<file path="config.mk">
export PLATFORM = sky130hd
export DESIGN_NAME = instr_mem_loader_flat
export DESIGN_NICKNAME = d
export VERILOG_FILES = /design/src/rtl/instr_mem_loader_if.sv /design/src/rtl/instr_mem_loader.sv /design/src/flat_wrapper.sv
export SDC_FILE = /design/constraint.sdc
export NUM_CORES = 1
export LEC_CHECK = 0
export CORE_UTILIZATION = 48
export CTS_BUF_LIST = sky130_fd_sc_hd__clkbuf_4
export DETAILED_ROUTE_END_ITERATION = 6
export GPL_TIMING_DRIVEN = 0
export PLACE_DENSITY = 0.82
export SYNTH_ARGS = -nofsm -noshare
export SYNTH_HDL_FRONTEND = slang
export SYNTH_SLANG_ARGS = --single-unit
</file>
<file path="constraint.sdc">
create_clock -name clk -period 2.3 [get_ports clk]
set_input_delay 0.46 -clock clk [delete_from_list [all_inputs] [get_ports clk]]
set_output_delay 0.46 -clock clk [all_outputs]
set_load 0.03 [all_outputs]
</file>
<file path="src/rtl/instr_mem_loader_if.sv">
// Byte-stream input and instruction-memory write bus of the program loader.
// The master side feeds program bytes and receives memory writes; the
// loader itself sits on the slave side.
interface instr_mem_loader_if;
    logic [7:0]  byte_in;
    logic        byte_valid;
    logic        byte_last;
    logic        byte_ready;
    logic        mem_we;
    logic [31:0] mem_addr;
    logic [31:0] mem_wdata;

    modport master (
        output byte_in,
        output byte_valid,
        output byte_last,
        input  byte_ready,
        input  mem_we,
        input  mem_addr,
        input  mem_wdata
    );

    modport slave (
        input  byte_in,
        input  byte_valid,
        input  byte_last,
        output byte_ready,
        output mem_we,
        output mem_addr,
        output mem_wdata
    );
endinterface

</file>
<file path="src/rtl/instr_mem_loader.sv">
// Instruction memory loader: packs a big-endian byte stream into 32-bit
// words and writes them to consecutive word addresses starting at 0.
//
//   state   | meaning
//   --------+------------------------------------------------------------
//   IDLE    | after reset, waiting for start
//   COLLECT | accepting bytes of the current word
//   WRITE   | one-cycle write strobe of the assembled word
//   DONE    | final word written, waiting for a new start
//   ERROR   | partial final word or memory overflow, waiting for start
module instr_mem_loader #(
    parameter int MAX_WORDS = 256
) (
    input  logic                clk,
    input  logic                rst_n,
    input  logic                start,
    instr_mem_loader_if.slave   bus,
    output logic                busy,
    output logic                done,
    output logic                error,
    output logic [31:0]         word_count
);

    typedef enum logic [2:0] {
        IDLE,
        COLLECT,
        WRITE,
        DONE,
        ERROR
    } state_t;

    localparam logic [31:0] LAST_ADDR = 32'(MAX_WORDS - 1);

    state_t      state;
    state_t      state_next;
    logic [31:0] shift_word;
    logic [31:0] wdata;
    logic [31:0] addr;
    logic [31:0] count;
    logic [1:0]  byte_idx;
    logic        last_flag;
    logic        start_ok;
    logic        accept;

    // start is honoured only when no session is running
    assign start_ok = start && ((state == IDLE) || (state == DONE) || (state == ERROR));
    assign accept   = bus.byte_valid && (state == COLLECT);

    assign bus.mem_addr  = addr;
    assign bus.mem_wdata = wdata;
    assign word_count    = count;

    // State register
    always_ff @(posedge clk) begin
        if (!rst_n) begin
            state <= IDLE;
        end else begin
            state <= state_next;
        end
    end

    // Next-state decode and state-derived outputs
    always_comb begin
        state_next     = state;
        bus.byte_ready = 1'b0;
        bus.mem_we     = 1'b0;
        busy           = 1'b0;
        done           = 1'b0;
        error          = 1'b0;
        case (state)
            IDLE: begin
                if (start_ok) state_next = COLLECT;
            end
            COLLECT: begin
                bus.byte_ready = 1'b1;
                busy           = 1'b1;
                if (accept) begin
                    if (byte_idx == 2'd3) begin
                        state_next = WRITE;
                    end else if (bus.byte_last) begin
                        state_next = ERROR;
                    end
                end
            end
            WRITE: begin
                bus.mem_we = 1'b1;
                busy       = 1'b1;
                if (last_flag) begin
                    state_next = DONE;
                end else if (addr == LAST_ADDR) begin
                    state_next = ERROR;
                end else begin
                    state_next = COLLECT;
                end
            end
            DONE: begin
                done = 1'b1;
                if (start_ok) state_next = COLLECT;
            end
            ERROR: begin
                error = 1'b1;
                if (start_ok) state_next = COLLECT;
            end
            default: state_next = IDLE;
        endcase
    end

    // Word assembly, address/count tracking; wdata is captured with the
    // 4th byte so it stays stable while the next word shifts in
    always_ff @(posedge clk) begin
        if (!rst_n) begin
            shift_word <= '0;
            wdata      <= '0;
            addr       <= '0;
            count      <= '0;
            byte_idx   <= '0;
            last_flag  <= 1'b0;
        end else if (start_ok) begin
            addr      <= '0;
            count     <= '0;
            byte_idx  <= '0;
            last_flag <= 1'b0;
        end else if (accept) begin
            shift_word <= {shift_word[23:0], bus.byte_in};
            byte_idx   <= byte_idx + 2'd1;
            if (byte_idx == 2'd3) begin
                wdata     <= {shift_word[23:0], bus.byte_in};
                last_flag <= bus.byte_last;
            end
        end else if (state == WRITE) begin
            addr  <= addr + 32'd1;
            count <= count + 32'd1;
        end
    end

endmodule

</file>
<file path="src/flat_wrapper.sv">
// flat-port wrapper written by rule: the top's interface ports become plain ports
module instr_mem_loader_flat 
#(
    parameter int MAX_WORDS = 256
)
  (clk, rst_n, start, busy, done, error, word_count, bus_byte_in, bus_byte_valid, bus_byte_last, bus_byte_ready, bus_mem_we, bus_mem_addr, bus_mem_wdata);
  instr_mem_loader_if bus_i ();
  input  logic clk;
  input  logic rst_n;
  input  logic start;
  output logic busy;
  output logic done;
  output logic error;
  output logic [31:0] word_count;
  input wire logic [$bits(bus_i.byte_in)-1:0] bus_byte_in;
  input wire logic [$bits(bus_i.byte_valid)-1:0] bus_byte_valid;
  input wire logic [$bits(bus_i.byte_last)-1:0] bus_byte_last;
  output wire logic [$bits(bus_i.byte_ready)-1:0] bus_byte_ready;
  output wire logic [$bits(bus_i.mem_we)-1:0] bus_mem_we;
  output wire logic [$bits(bus_i.mem_addr)-1:0] bus_mem_addr;
  output wire logic [$bits(bus_i.mem_wdata)-1:0] bus_mem_wdata;
  assign bus_i.byte_in = bus_byte_in;
  assign bus_i.byte_valid = bus_byte_valid;
  assign bus_i.byte_last = bus_byte_last;
  assign bus_byte_ready = bus_i.byte_ready;
  assign bus_mem_we = bus_i.mem_we;
  assign bus_mem_addr = bus_i.mem_addr;
  assign bus_mem_wdata = bus_i.mem_wdata;
  instr_mem_loader #(.MAX_WORDS(MAX_WORDS)) u_core (.clk(clk), .rst_n(rst_n), .start(start), .bus(bus_i), .busy(busy), .done(done), .error(error), .word_count(word_count));
endmodule
</file>
# Yosys cells after proc, flatten, opt, wreduce, memory -nomap -nowiden

Cells that the tools add are included.

Register bits: 126
Input port bits: 13
Output and inout bits: 101
Logic and storage cells: 47

$add $sub $neg: 3
Equality and inequality tests: 9
Multiplexer cells: 12
Bitwise logic cells: 3
Reduce and logical (&&, ||, !) cells: 13

Operators by type and width:

| cell                                                                    | number |
|---|---|
| 32-bit by 1-bit adder with 32-bit output, second input constant         | 2 |
| 32-bit by 8-bit == test with 1-bit output, second input constant        | 1 |
| 3-bit two-way mux                                                       | 6 |
| 3-bit case mux with 3 select lines                                      | 1 |
| 3-bit by 2-bit == test with 1-bit output, second input constant         | 2 |
| 2-bit AND reduction                                                     | 3 |
| 3-bit AND reduction                                                     | 2 |
| 1-bit two-way mux                                                       | 5 |
| 2-bit by 1-bit inequality test with 1-bit output, second input constant | 2 |
| 2-bit OR reduction                                                      | 2 |
| 3-bit by 1-bit == test with 1-bit output, second input constant         | 1 |
| 3-bit == test, second input constant                                    | 1 |
| 3-bit zero test                                                         | 1 |
| 3-bit inequality test, second input constant                            | 1 |
| 1-bit NOT                                                               | 3 |
| 3-bit OR reduction                                                      | 1 |
| 2-bit by 1-bit adder with 2-bit output, second input constant           | 1 |
| 2-bit == test, second input constant                                    | 1 |
| 1-bit logical AND                                                       | 2 |
| 1-bit logical OR                                                        | 2 |

# Logic depth before layout (Yosys ltp)

Gate-level depths: netlist of the first run.

Depth in word-level cells: 6
Mapped depth: 7
Mapped depth without buffers: 5

# Worst setup path after synthesis of the first run

OpenSTA, ideal clock, no wires.

Kind: flip-flop to flip-flop
Start: register u_core.addr[9] (netlist: u_core.bus.mem_addr[9])
End: register u_core.state[0]
Library setup time: 122 ps
Arrival time: 2,133 ps
Data required time: 2,178 ps
Path slack: 46 ps
Stages on the path, launching flop included: 5
Buffers on the path: 0
Clock period less this slack: 2,254 ps
Cells stage by stage: dfxtp_1 or4_1 or4_1 or4_1 o311a_1

Cells in the longest elaborated chain, start to end: 4

Ends and longest elaborated chain:

| element                                   | line                    | RTL |
|---|---|---|
| start, declared                           | instr_mem_loader.sv:38  | `logic [31:0] addr;` |
| start signal, assigned                    | instr_mem_loader.sv:131 | `addr <= addr + 32'd1;` |
| 32-bit by 8-bit == test with 1-bit output | instr_mem_loader.sv:90  | `end else if (addr == LAST_ADDR) begin` |
| 3-bit two-way mux                         | instr_mem_loader.sv:90  |  |
| 3-bit two-way mux                         | instr_mem_loader.sv:88  | `if (last_flag) begin` |
| 3-bit case mux with 3 select lines        | instr_mem_loader.sv:70  | `case (state)` |
| end signal, assigned                      | instr_mem_loader.sv:58  | `state <= state_next;` |
| end, declared                             | instr_mem_loader.sv:34  | `state_t state;` |

No other way between the ends.
A chain may end at the register's enable or synchronous reset.

# Final worst setup path of the first run

Ends and elaborated chain as after synthesis.

==> results of run 1 <==
stage by stage:
step,hold WS [ns],worst slack [ns]
6_report,0.356,0.0494
5_1_grt,0.364,-0.00460
4_1_cts,0.325,0.000408
3_5_place_dp,0.448,-0.529
3_3_place_gp,0.443,-0.481
2_1_floorplan,0.431,0.0457
kinds of logic after synthesis:
family / after synthesis
and+or+nand+nor: 311
AOI/OAI and AO/OA: 158
DFF: 126
buffers and inverters: 58
xor gates and xnor gates: 19
muxes: 3
adders and majority gates: 3
path summary, 6_finish.rpt:
kind / cells after the start / from / slack [ns] / end
min: 2 / rst_n / 0.36 / u_core.bus.mem_wdata[27]
min reg2reg: 2 / u_core.shift_word[17] / 0.46 / u_core.bus.mem_wdata[25]
max reg2reg: 4 / u_core.bus.mem_addr[9] / 0.05 / u_core.state[0]
max: 4 / u_core.bus.mem_addr[9] / 0.05 / u_core.state[0]
report_power, final:
group / total (W) / switching [W] / leakage [nW] / internal, W
clock: 0.00133 / 0.000805 / 0.124 / 0.000524
combinational: 0.000356 / 0.000225 / 1.15 / 0.000131
sequential: 0.00223 / 0.0000267 / 1.02 / 0.00220
total: 0.00391 / 0.00106 / 2.29 / 0.00286
sequential cells by signal (all words and copies together), names as in the netlist:
register              count
u_core.bus.mem_addr      32
u_core.bus.mem_wdata     32
u_core.word_count        32
u_core.shift_word        24
u_core.state              3
u_core.byte_idx           2
u_core.last_flag          1
what timing repair did:
action / CTS / global route
endpoints found under the setup margin: 66 / 97
setup buffers: 1 / 6
pin swaps: 1 / 2
hold buffers: 0 / 0
resized for setup: 34 / 22
layout make-up:
type	instances	area (um^2)	area share [%]
Sequential cell	126	2540	35.2
Clock buffer	18	135	1.87
Buffer	46	191	2.65
Clock inverter	13	101	1.40
Inverter	10	40.0	0.554
Timing Repair Buffer	119	1160	16.1
Multi-Input combinational cell	494	2880	39.8
Tap cell	143	179	2.47
critical path, delay by kind of cell, from the launching register on:
kind	cells	cell delay, ns
and+or+nand+nor	3	1.46
DFF	1	0.37
AOI/OAI and AO/OA	1	0.30
synth_stat cells (all sizes together):
library cell  number
or3b               1
and3b              2
or3               13
o31a               1
a211oi             1
nor3               4
buf                5
o31ai             28
nor3b              2
and3               6
nand2b             2
o21ba              1
nand2            144
a21oi             47
nor2              23
a21boi            56
o22ai              2
o311a              1
dfxtp            126
or2                3
o221a              2
and2               5
nor2b              2
o21ai             16
nand3b             4
mux2i              3
nor4              10
nand4             20
ha                 3
o311ai             1
xor2              11
inv               10
nor4bb             2
clkbuf            43
and4               7
nand4bb            2
or4               33
nand3             26
xnor2              8
a31oi              1
o41ai              1
layer usage:
metal	vias up	global-route usage [%]	share of wire (%)
li1	2708	-	-
met1	2678	31.5	43
met2	202	42.5	49
met3	41	6.17	6.3
met4	0	10.0	2.3
met5	-	0	0
==> metrics.txt, run 1 <==
# TYPE chip_impl_metric gauge
chip_impl_metric{name="io_pins",unit=""} 114
chip_impl_info{name="yosys.area.top_type",value="dfxtp_1"} 1
chip_impl_metric{name="initial_utilization",unit="%"} 49.2
chip_impl_metric{name="drtIter0Drc",unit=""} 339
chip_impl_metric{name="max_cap_viol_count",unit=""} 0
chip_impl_metric{name="floorplan.die.width",unit="um"} 110
chip_impl_metric{name="compound_gate_fraction_of_synth_area",unit="%"} 18.6
chip_impl_metric{name="vdd.ir_drop.worst",unit="V"} 0.000328
chip_impl_info{name="status",value="complete, no violations"} 1
chip_impl_metric{name="synthMuxAreaShare",unit="%"} 0.536
chip_impl_metric{name="cp_max_fo",unit=""} 4
chip_impl_info{name="crit_path_top_delay_cell",value="or4_4"} 1
chip_impl_metric{name="place.detailed.hpwl",unit="um"} 10900
chip_impl_metric{name="placedCellCount",unit=""} 933
chip_impl_info{name="tritoncts",value="yes"} 1
chip_impl_metric{name="power_density_cells",unit="nW/um^2"} 541
chip_impl_metric{name="synth_top_area_share",unit="%"} 45.1
chip_impl_metric{name="tightest_slew",unit="ns"} 0.657
chip_impl_metric{name="final-hold-violation-count",unit=""} 0
chip_impl_info{name="layout_commonest_cell",value="nand2_1"} 1
chip_impl_metric{name="grt_first_pass_wirelength",unit="um"} 24100
chip_impl_metric{name="total_die_area",unit="um^2"} 12100
chip_impl_metric{name="stdcell_area",unit="um^2"} 7230
chip_impl_metric{name="portBuffers",unit=""} 112
chip_impl_metric{name="first_global_vias",unit=""} 5161
chip_impl_metric{name="drt.antenna.violating_nets",unit=""} 0
chip_impl_metric{name="shortest_clock_period_the_worst_path_allows_after_layout",unit="ns"} 2.25
chip_impl_metric{name="synth_fp_nets",unit=""} 694
chip_impl_metric{name="synthToLayoutAreaGrowth",unit="%"} 29.2
chip_impl_metric{name="synth.avg_cell_area",unit="um^2"} 8.26
chip_impl_metric{name="wl_per_cell",unit="um"} 15.8
chip_impl_metric{name="design.core.area",unit="um^2"} 11400
chip_impl_info{name="layout_common_cells",value="143 x nand2_1, 117 x dfxtp_1, 106 x clkdlybuf4s50_1, 56 x a21boi_1, 47 x a21oi_1"} 1
chip_impl_metric{name="yosysWarningCount",unit=""} 0
chip_impl_info{name="clk_root_buffer_cell",value="clkbuf_4"} 1
chip_impl_metric{name="maximum_number_of_pins_on_one_net_before_global_route_repair",unit=""} 17
chip_impl_metric{name="vias_per_cell",unit=""} 5.81
chip_impl_metric{name="synthXorXnorAreaFrac",unit="%"} 2.97
chip_impl_metric{name="ys_seq_area_share",unit="%"} 45.1
chip_impl_metric{name="n_fill_cell",unit=""} 1007
chip_impl_metric{name="final_design_utilization",unit="%"} 63.6
chip_impl_metric{name="synth_adder_area_share",unit="%"} 0.671
chip_impl_metric{name="fin_total_pwr",unit="W"} 0.00391
chip_impl_metric{name="placed_cell_area",unit="um^2"} 6900
chip_impl_metric{name="leakage",unit="nW"} 2.29
chip_impl_metric{name="setup_tns",unit="ns"} 0
chip_impl_info{name="largest_family_of_logic_cells_by_synthesized_area",value="simple AND/OR/NAND/NOR gates"} 1
chip_impl_metric{name="h-tree-depth",unit=""} 4
chip_impl_metric{name="timing.critical_path.slowest_cell_delay",unit="ns"} 0.52
chip_impl_metric{name="ys_ff_latch",unit=""} 126
chip_impl_metric{name="routabilityCongestion",unit=""} 0.870
chip_impl_metric{name="wl",unit="um"} 15300
chip_impl_metric{name="routed-via-count",unit=""} 5629
chip_impl_info{name="critPathCaptureType",value="flip-flop"} 1
chip_impl_info{name="critPathMostFrequentCell",value="or4_4"} 1
chip_impl_info{name="synth.top_cells.by_area",value="dfxtp_1 45%, nand2_1 9.7%, a21boi_1 7.5%, or4_1 4.4%, a21oi_1 4.2%"} 1
chip_impl_metric{name="cts_inserted_buffers",unit=""} 17
chip_impl_metric{name="final_layout_size_suffix_gt1_share",unit="%"} 8.11
chip_impl_metric{name="grt_util_all_layers",unit="%"} 25.4
chip_impl_metric{name="timing.critical_path.required",unit="ns"} 2.70
chip_impl_metric{name="crit_path_arrival_time",unit="ns"} 2.65
chip_impl_metric{name="number_of_antenna_violations_at_the_first_check_in_global_routing",unit=""} 0
chip_impl_metric{name="postSynthCellCount",unit=""} 678
chip_impl_metric{name="path_clk_slew",unit="ns"} 0.11
chip_impl_metric{name="finish.net_count",unit=""} 830
chip_impl_metric{name="antennaDiodeCount",unit=""} 0
chip_impl_info{name="critPathLaunchType",value="flip-flop"} 1
chip_impl_metric{name="yosys.area_share.simple",unit="%"} 28.3
chip_impl_info{name="holdCritPathClass",value="input port to flip-flop"} 1
chip_impl_metric{name="post-route-drc-count",unit=""} 0
chip_impl_metric{name="final-instance-count-excl-fill",unit=""} 969
chip_impl_metric{name="dieHeight",unit="um"} 110
chip_impl_metric{name="cts.sink_count",unit=""} 126
chip_impl_metric{name="mappedNetlistArea",unit="um^2"} 5600
chip_impl_metric{name="final-setup-viol-count",unit=""} 0
chip_impl_info{name="critical_path.cell_chain",value="or4_4, or4_4, or4_4, o311a_1"} 1
chip_impl_metric{name="firstDrtPassIters",unit=""} 7
chip_impl_metric{name="fin_crit_sh",unit="%"} 97.9
chip_impl_metric{name="timing.max_slew.rel_slack",unit="%"} 55.8
chip_impl_metric{name="max_freq",unit="MHz"} 444
chip_impl_metric{name="grt_overflow",unit=""} 0
chip_impl_metric{name="fp-row-count",unit=""} 39
chip_impl_metric{name="slew_viol_final",unit=""} 0
chip_impl_metric{name="post_synth_num_cell_types",unit=""} 46
chip_impl_metric{name="insertion_delay",unit="ns"} 0.52
chip_impl_metric{name="cts.path.max_buffers",unit=""} 2
chip_impl_info{name="timing_worst_setup_path_type",value="flip-flop to flip-flop"} 1
chip_impl_metric{name="clock_skew_after_layout",unit="ns"} 0.0165
No activity file was read; power rests on OpenSTA's default activity.
==> run 2: changes to the inputs <==
Settings changed: SKIP_LAST_GASP set to 1.
==> metrics.txt, run 2 (synthesized netlist as in run 1, its figures left out) <==
# TYPE chip_impl_metric gauge
chip_impl_metric{name="portBuffers",unit=""} 112
chip_impl_metric{name="n_fill_cell",unit=""} 1016
chip_impl_info{name="rsz_0062_raised_after_global_routing",value="yes"} 1
chip_impl_metric{name="first_global_vias",unit=""} 5164
chip_impl_metric{name="grt_overflow",unit=""} 0
chip_impl_metric{name="synthToLayoutAreaGrowth",unit="%"} 28.3
chip_impl_metric{name="final-hold-violation-count",unit=""} 0
chip_impl_metric{name="stdcell_area",unit="um^2"} 7180
chip_impl_metric{name="power_density_cells",unit="nW/um^2"} 542
chip_impl_metric{name="routabilityCongestion",unit=""} 0.870
chip_impl_metric{name="globalRouteMet3Util",unit="%"} 6.23
chip_impl_info{name="clk_root_buffer_cell",value="clkbuf_4"} 1
chip_impl_metric{name="vdd.ir_drop.worst",unit="V"} 0.000329
chip_impl_metric{name="timing.max_slew.rel_slack",unit="%"} 56.0
chip_impl_info{name="critical_path.cell_chain",value="or3b_4, inv_2, clkbuf_4, buf_2"} 1
chip_impl_metric{name="io_pins",unit=""} 114
chip_impl_metric{name="timing.critical_path.slowest_cell_delay",unit="ns"} 0.45
chip_impl_metric{name="routed-via-count",unit=""} 5627
chip_impl_metric{name="initial_utilization",unit="%"} 49.2
chip_impl_metric{name="wl",unit="um"} 15100
chip_impl_metric{name="final_layout_size_suffix_gt1_share",unit="%"} 7.65
chip_impl_info{name="violated_checks",value="negative setup slack"} 1
chip_impl_metric{name="cts.sink_count",unit=""} 126
chip_impl_info{name="critPathLaunchType",value="flip-flop"} 1
chip_impl_metric{name="vias_per_cell",unit=""} 5.83
chip_impl_metric{name="total_die_area",unit="um^2"} 12100
chip_impl_info{name="tritoncts",value="yes"} 1
chip_impl_metric{name="global_route.usage.met2",unit="%"} 41.7
chip_impl_metric{name="post-route-drc-count",unit=""} 0
chip_impl_metric{name="dieHeight",unit="um"} 110
chip_impl_metric{name="floorplan.die.width",unit="um"} 110
chip_impl_metric{name="cts_inserted_buffers",unit=""} 17
chip_impl_metric{name="antennaDiodeCount",unit=""} 0
chip_impl_metric{name="shortest_clock_period_the_worst_path_allows_after_layout",unit="ns"} 2.38
chip_impl_metric{name="max_cap_viol_count",unit=""} 0
chip_impl_metric{name="h-tree-depth",unit=""} 4
chip_impl_metric{name="drt.antenna.violating_nets",unit=""} 0
chip_impl_metric{name="maximum_number_of_pins_on_one_net_before_global_route_repair",unit=""} 17
chip_impl_metric{name="finish.net_count",unit=""} 827
chip_impl_metric{name="cp_max_fo",unit=""} 10
chip_impl_metric{name="insertion_delay",unit="ns"} 0.52
chip_impl_metric{name="leakage",unit="nW"} 2.27
chip_impl_metric{name="setup_tns",unit="ns"} -0.0795
chip_impl_metric{name="max_freq",unit="MHz"} 420
chip_impl_metric{name="number_of_antenna_violations_at_the_first_check_in_global_routing",unit=""} 0
chip_impl_metric{name="place.detailed.hpwl",unit="um"} 10900
chip_impl_info{name="layout_commonest_cell",value="nand2_1"} 1
chip_impl_info{name="grt_most_used_layer",value="met2"} 1
chip_impl_metric{name="drtIter0Drc",unit=""} 350
chip_impl_metric{name="fin_crit_sh",unit="%"} 103
chip_impl_metric{name="placed_cell_area",unit="um^2"} 6900
chip_impl_info{name="status",value="finished with violations"} 1
chip_impl_metric{name="wl_per_cell",unit="um"} 15.6
chip_impl_metric{name="timing.critical_path.required",unit="ns"} 1.84
chip_impl_metric{name="grtUsageMet1",unit="%"} 31.3
chip_impl_metric{name="tightest_slew",unit="ns"} 0.654
chip_impl_metric{name="fin_ws",unit="ns"} -0.0795
chip_impl_metric{name="cts.path.max_buffers",unit=""} 2
chip_impl_metric{name="firstDrtPassIters",unit=""} 5
chip_impl_metric{name="final-instance-count-excl-fill",unit=""} 966
chip_impl_info{name="cp_top_family",value="buffers and inverters"} 1
chip_impl_metric{name="placedCellCount",unit=""} 933
chip_impl_metric{name="critical_path.n_buffers_inverters",unit=""} 3
chip_impl_metric{name="clock_skew_after_layout",unit="ns"} 0.0167
chip_impl_metric{name="path_clk_slew",unit="ns"} 0.11
chip_impl_metric{name="grt_first_pass_wirelength",unit="um"} 23900
chip_impl_metric{name="final-setup-viol-count",unit=""} 1
chip_impl_metric{name="slew_viol_final",unit=""} 0
chip_impl_metric{name="crit_path_arrival_time",unit="ns"} 1.92
chip_impl_metric{name="grt_util_all_layers",unit="%"} 25.2
chip_impl_metric{name="fp-row-count",unit=""} 39
chip_impl_metric{name="design.core.area",unit="um^2"} 11400
chip_impl_info{name="crit_path_top_delay_cell",value="or3b_4"} 1
chip_impl_info{name="layout_common_cells",value="143 x nand2_1, 118 x dfxtp_1, 106 x clkdlybuf4s50_1, 56 x a21boi_1, 47 x a21oi_1"} 1
chip_impl_info{name="critPathCaptureType",value="output port"} 1
chip_impl_info{name="holdCritPathClass",value="input port to flip-flop"} 1
chip_impl_info{name="timing_worst_setup_path_type",value="flip-flop to output port"} 1
[run 2: cell count changes in the layout (fill, tap and decap cells not counted), sizes merged]
cell,delta
clkbuf,+1
dlygate4sd2,-1
buf,-3
[run 2: what timing repair did]
| action | CTS | global route |
|---|---|---|
| buffers inserted | 1 | 3 |
| pin swaps | 1 | 0 |
| resized for setup | 29 | 21 |
| endpoints found under the setup margin | 66 | 97 |
| hold buffers | 0 | 0 |
[run 2: metrics by stage]
stage / hold WS (ns) / utilization (%) / power (W) / setup WS (ns)
after global routing: 0.365 / 63.2 / 0.00404 / -0.171
after detailed placement: 0.448 / 60.7 / 0.00262 / -0.529
after CTS: 0.325 / 63.0 / 0.00391 / -0.195
after floorplan: 0.431 / - / 0.00249 / 0.0457
after global placement: 0.443 / 60.7 / 0.00260 / -0.481
final: 0.356 / 63.2 / 0.00389 / -0.0795
[run 2: worst register-to-register path: cells and delay by family (launching register included)]
family | cells | cell delay [ns]
AOI/OAI and AO/OA | 1 | 0.30
DFF | 1 | 0.38
and+or+nand+nor | 3 | 1.47
[run 2: final cells by class]
type	count	area [um^2]	area share [%]
buffer	46	185	2.58
clock buffer	18	135	1.88
clock inverter	13	101	1.41
inverter	10	37.5	0.523
multi-input combinational	494	2880	40.1
sequential	126	2540	35.3
tap	143	179	2.49
timing repair buffer	116	1130	15.7
[run 2: where the power goes]
group	switching (W)	total (W)	leakage, nW	internal (W)
registers	0.0000267	0.00223	1.02	0.00220
clock network	0.000804	0.00133	0.124	0.000524
logic	0.000220	0.000338	1.13	0.000118
total	0.00105	0.00389	2.27	0.00284
[run 2: path summary, 6_finish.rpt]
kind,to,slack [ns],from,cells past startpoint
min reg2reg,u_core.bus.mem_wdata[25],0.46,u_core.shift_word[17],2
min,u_core.bus.mem_wdata[27],0.36,rst_n,2
max reg2reg,u_core.state[0],0.03,u_core.bus.mem_addr[9],4
max,bus_mem_we,-0.08,u_core.state[1],4
[run 2: routing by layer]
layer	vias to the layer above	routed length [um]
li1	2700	-
met1	2669	6450
met2	221	7290
met3	37	978
met4	0	376
met5	-	0
==> run 3: changes to the inputs <==
--- a/config.mk
+++ b/config.mk
@@ -7,7 +7,6 @@
 export LEC_CHECK = 0
-export CORE_UTILIZATION = 48
-export CTS_BUF_LIST = sky130_fd_sc_hd__clkbuf_4
+export CORE_UTILIZATION = 46
 export DETAILED_ROUTE_END_ITERATION = 6
 export GPL_TIMING_DRIVEN = 0
-export PLACE_DENSITY = 0.82
+export PLACE_DENSITY = 0.76
 export SKIP_LAST_GASP = 1
--- a/constraint.sdc
+++ b/constraint.sdc
@@ -3,2 +3,2 @@
 set_output_delay 0.46 -clock clk [all_outputs]
-set_load 0.03 [all_outputs]
+set_load 0.005 [all_outputs]
==> metrics.txt, run 3 (synthesized netlist as in run 1, its figures left out) <==
# TYPE chip_impl_metric gauge
chip_impl_metric{name="seqCellArea",unit="um^2"} 2530
chip_impl_metric{name="initial_utilization",unit="%"} 48.2
chip_impl_metric{name="multi_input_comb_area",unit="um^2"} 2890
chip_impl_metric{name="p_comb_share",unit="%"} 6.5
chip_impl_metric{name="vias_per_cell",unit=""} 5.78
chip_impl_metric{name="design.core.area",unit="um^2"} 11600
chip_impl_info{name="timing_worst_setup_path_type",value="flip-flop to flip-flop"} 1
chip_impl_metric{name="leakage",unit="nW"} 2.50
chip_impl_metric{name="clock_skew_after_layout",unit="ns"} 0.0156
chip_impl_metric{name="final-hold-violation-count",unit=""} 0
chip_impl_metric{name="tightest_slew",unit="ns"} 0.561
chip_impl_metric{name="cts.hold.buffers_added",unit=""} 0
chip_impl_info{name="status",value="finished with violations"} 1
chip_impl_metric{name="portBuffers",unit=""} 112
chip_impl_info{name="critPathLaunchType",value="flip-flop"} 1
chip_impl_metric{name="routed-via-count",unit=""} 5593
chip_impl_metric{name="insertion_delay",unit="ns"} 0.42
chip_impl_info{name="rsz_0062_raised_after_global_routing",value="no"} 1
chip_impl_metric{name="grt_first_pass_wirelength",unit="um"} 24900
chip_impl_metric{name="final-setup-viol-count",unit=""} 0
chip_impl_metric{name="cts_inserted_buffers",unit=""} 17
chip_impl_info{name="holdCritPathClass",value="input port to flip-flop"} 1
chip_impl_metric{name="max_cap_viol_count",unit=""} 0
chip_impl_info{name="violated_checks",value="design-rule violations"} 1
chip_impl_info{name="layout_commonest_cell",value="nand2_1"} 1
chip_impl_metric{name="crit_path_arrival_time",unit="ns"} 2.56
chip_impl_metric{name="fin_total_pwr",unit="W"} 0.00546
chip_impl_metric{name="place.detailed.hpwl",unit="um"} 10800
chip_impl_metric{name="post-route-drc-count",unit=""} 5
chip_impl_metric{name="slew_viol_final",unit=""} 0
chip_impl_metric{name="max_freq",unit="MHz"} 442
chip_impl_metric{name="fin_hold_ws",unit="ns"} 0.448
chip_impl_metric{name="power.switching_fraction",unit="%"} 22.4
chip_impl_metric{name="fin_crit_sh",unit="%"} 98.3
chip_impl_metric{name="cp_max_fo",unit=""} 7
chip_impl_metric{name="total_die_area",unit="um^2"} 12600
chip_impl_metric{name="synthToLayoutAreaGrowth",unit="%"} 36.6
chip_impl_metric{name="timing.critical_path.required",unit="ns"} 2.60
chip_impl_metric{name="n_fill_cell",unit=""} 979
chip_impl_metric{name="path_clk_slew",unit="ns"} 0.06
chip_impl_metric{name="placement.setup.worst_slack",unit="ns"} -0.491
chip_impl_metric{name="grt_util_all_layers",unit="%"} 24.6
chip_impl_metric{name="antennaDiodeCount",unit=""} 0
chip_impl_metric{name="floorplan.die.width",unit="um"} 112
chip_impl_metric{name="wl",unit="um"} 15500
chip_impl_metric{name="r2r_setup_slack",unit="ns"} 0.04
chip_impl_metric{name="cell_internal_pwr",unit="W"} 0.00424
chip_impl_info{name="critPathCaptureType",value="flip-flop"} 1
chip_impl_metric{name="power_switching",unit="W"} 0.00122
chip_impl_metric{name="maximum_number_of_pins_on_one_net_before_global_route_repair",unit=""} 18
chip_impl_metric{name="io_pins",unit=""} 114
chip_impl_metric{name="grt_overflow",unit=""} 0
chip_impl_metric{name="number_of_antenna_violations_at_the_first_check_in_global_routing",unit=""} 0
chip_impl_metric{name="wl_per_cell",unit="um"} 16.0
chip_impl_metric{name="finish.net_count",unit=""} 827
chip_impl_metric{name="final_layout_size_suffix_gt1_share",unit="%"} 7.89
chip_impl_info{name="clk_root_buffer_cell",value="clkbuf_16"} 1
chip_impl_metric{name="vdd.ir_drop.worst",unit="V"} 0.000330
chip_impl_metric{name="timing.max_slew.rel_slack",unit="%"} 62.6
chip_impl_metric{name="cts.sink_count",unit=""} 126
chip_impl_info{name="layout_common_cells",value="143 x nand2_1, 121 x dfxtp_1, 109 x clkdlybuf4s50_1, 56 x a21boi_1, 47 x a21oi_1"} 1
chip_impl_metric{name="dieHeight",unit="um"} 112
chip_impl_metric{name="routabilityCongestion",unit=""} 0.915
chip_impl_metric{name="firstDrtPassIters",unit=""} 7
chip_impl_metric{name="clock_power_share",unit="%"} 52.6
chip_impl_metric{name="h-tree-depth",unit=""} 4
chip_impl_metric{name="first_global_vias",unit=""} 5290
chip_impl_metric{name="shortest_clock_period_the_worst_path_allows_after_layout",unit="ns"} 2.26
chip_impl_metric{name="power_density_cells",unit="nW/um^2"} 714
chip_impl_metric{name="fp-row-count",unit=""} 39
chip_impl_metric{name="fin_ws",unit="ns"} 0.0394
chip_impl_metric{name="drtIter0Drc",unit=""} 396
chip_impl_info{name="tritoncts",value="yes"} 1
chip_impl_metric{name="cts.path.max_buffers",unit=""} 2
chip_impl_metric{name="seq_power_share",unit="%"} 40.9
chip_impl_metric{name="drt.antenna.violating_nets",unit=""} 0
==> run 3: cell count changes in the layout (fill, tap and decap cells not counted), sizes merged <==
cell	previous run	this run
buf	11	12
bufinv	1	4
clkbuf	62	58
clkdlybuf4s50	106	109
clkinv	8	4
clkinvlp	4	2
dlymetal6s2s	1	3
inv	10	12
==> run 3: area by class of cell <==
cell class / instances / share of cell area (%)
Timing Repair Buffer: 117 / 15.3
Clock buffer: 20 / 5.97
Inverter: 10 / 0.524
Multi-Input combinational cell: 494 / 37.8
Buffer: 45 / 2.60
Sequential cell: 126 / 33.1
Tap cell: 143 / 2.34
Clock inverter: 12 / 2.41
==> run 3: per-stage QoR <==
stage / instances / utilization [%] / instance area [um^2] / TNS [ns]
2_1_floorplan: 678 / - / 5600 / 0
3_3_place_gp: 933 / 59.4 / 6900 / -17.01
3_5_place_dp: 933 / 59.4 / 6900 / -20.53
4_1_cts: 965 / 65.3 / 7580 / -0.209
5_1_grt: 967 / 65.8 / 7640 / 0
6_report: 967 / 65.8 / 7640 / 0
==> run 3: critical path: stages (launching register included) <==
cell,delay [ns]
dfxtp_2,0.35
or4_1,0.52
or4_4,0.43
or4_1,0.53
o311a_1,0.31
==> run 3: power by group through the flow <==
stage,logic (W),clock network (W),registers (W)
2_1_floorplan,0.000194,0,0.00227
3_3_place_gp,0.000303,0,0.00228
3_5_place_dp,0.000310,0,0.00228
4_1_cts,0.000331,0.00290,0.00223
5_1_grt,0.000382,0.00301,0.00223
6_report,0.000356,0.00287,0.00223
==> run 3: routing by layer <==
layer	up-vias	wire, um	global-route usage [%]	part of all wire, %
met5	-	0	0	0
met1	2701	6810	30.3	44
met3	17	721	5.45	4.7
met2	171	7720	41.7	50
met4	0	232	9.69	1.5
li1	2704	-	-	-
==> run 3: repair_timing <==
item / CTS / global route
setup endpoints to repair: 93 / 62
gates resized for setup: 17 / 26
endpoints found under the hold margin: 0 / 0
buffers inserted: 2 / 3
gates cloned: 0 / 0
pin swaps: 3 / 1
==> run 3: worst paths after layout <==
check                                start                  endpoint  cells past startpoint
hold reg to reg   u_core.bus.mem_wdata[25]  u_core.bus.mem_wdata[25]                      2
setup reg to reg    u_core.bus.mem_addr[9]           u_core.state[0]                      4
setup / recovery    u_core.bus.mem_addr[9]           u_core.state[0]                      4
hold / removal                       rst_n           u_core.state[0]                      2
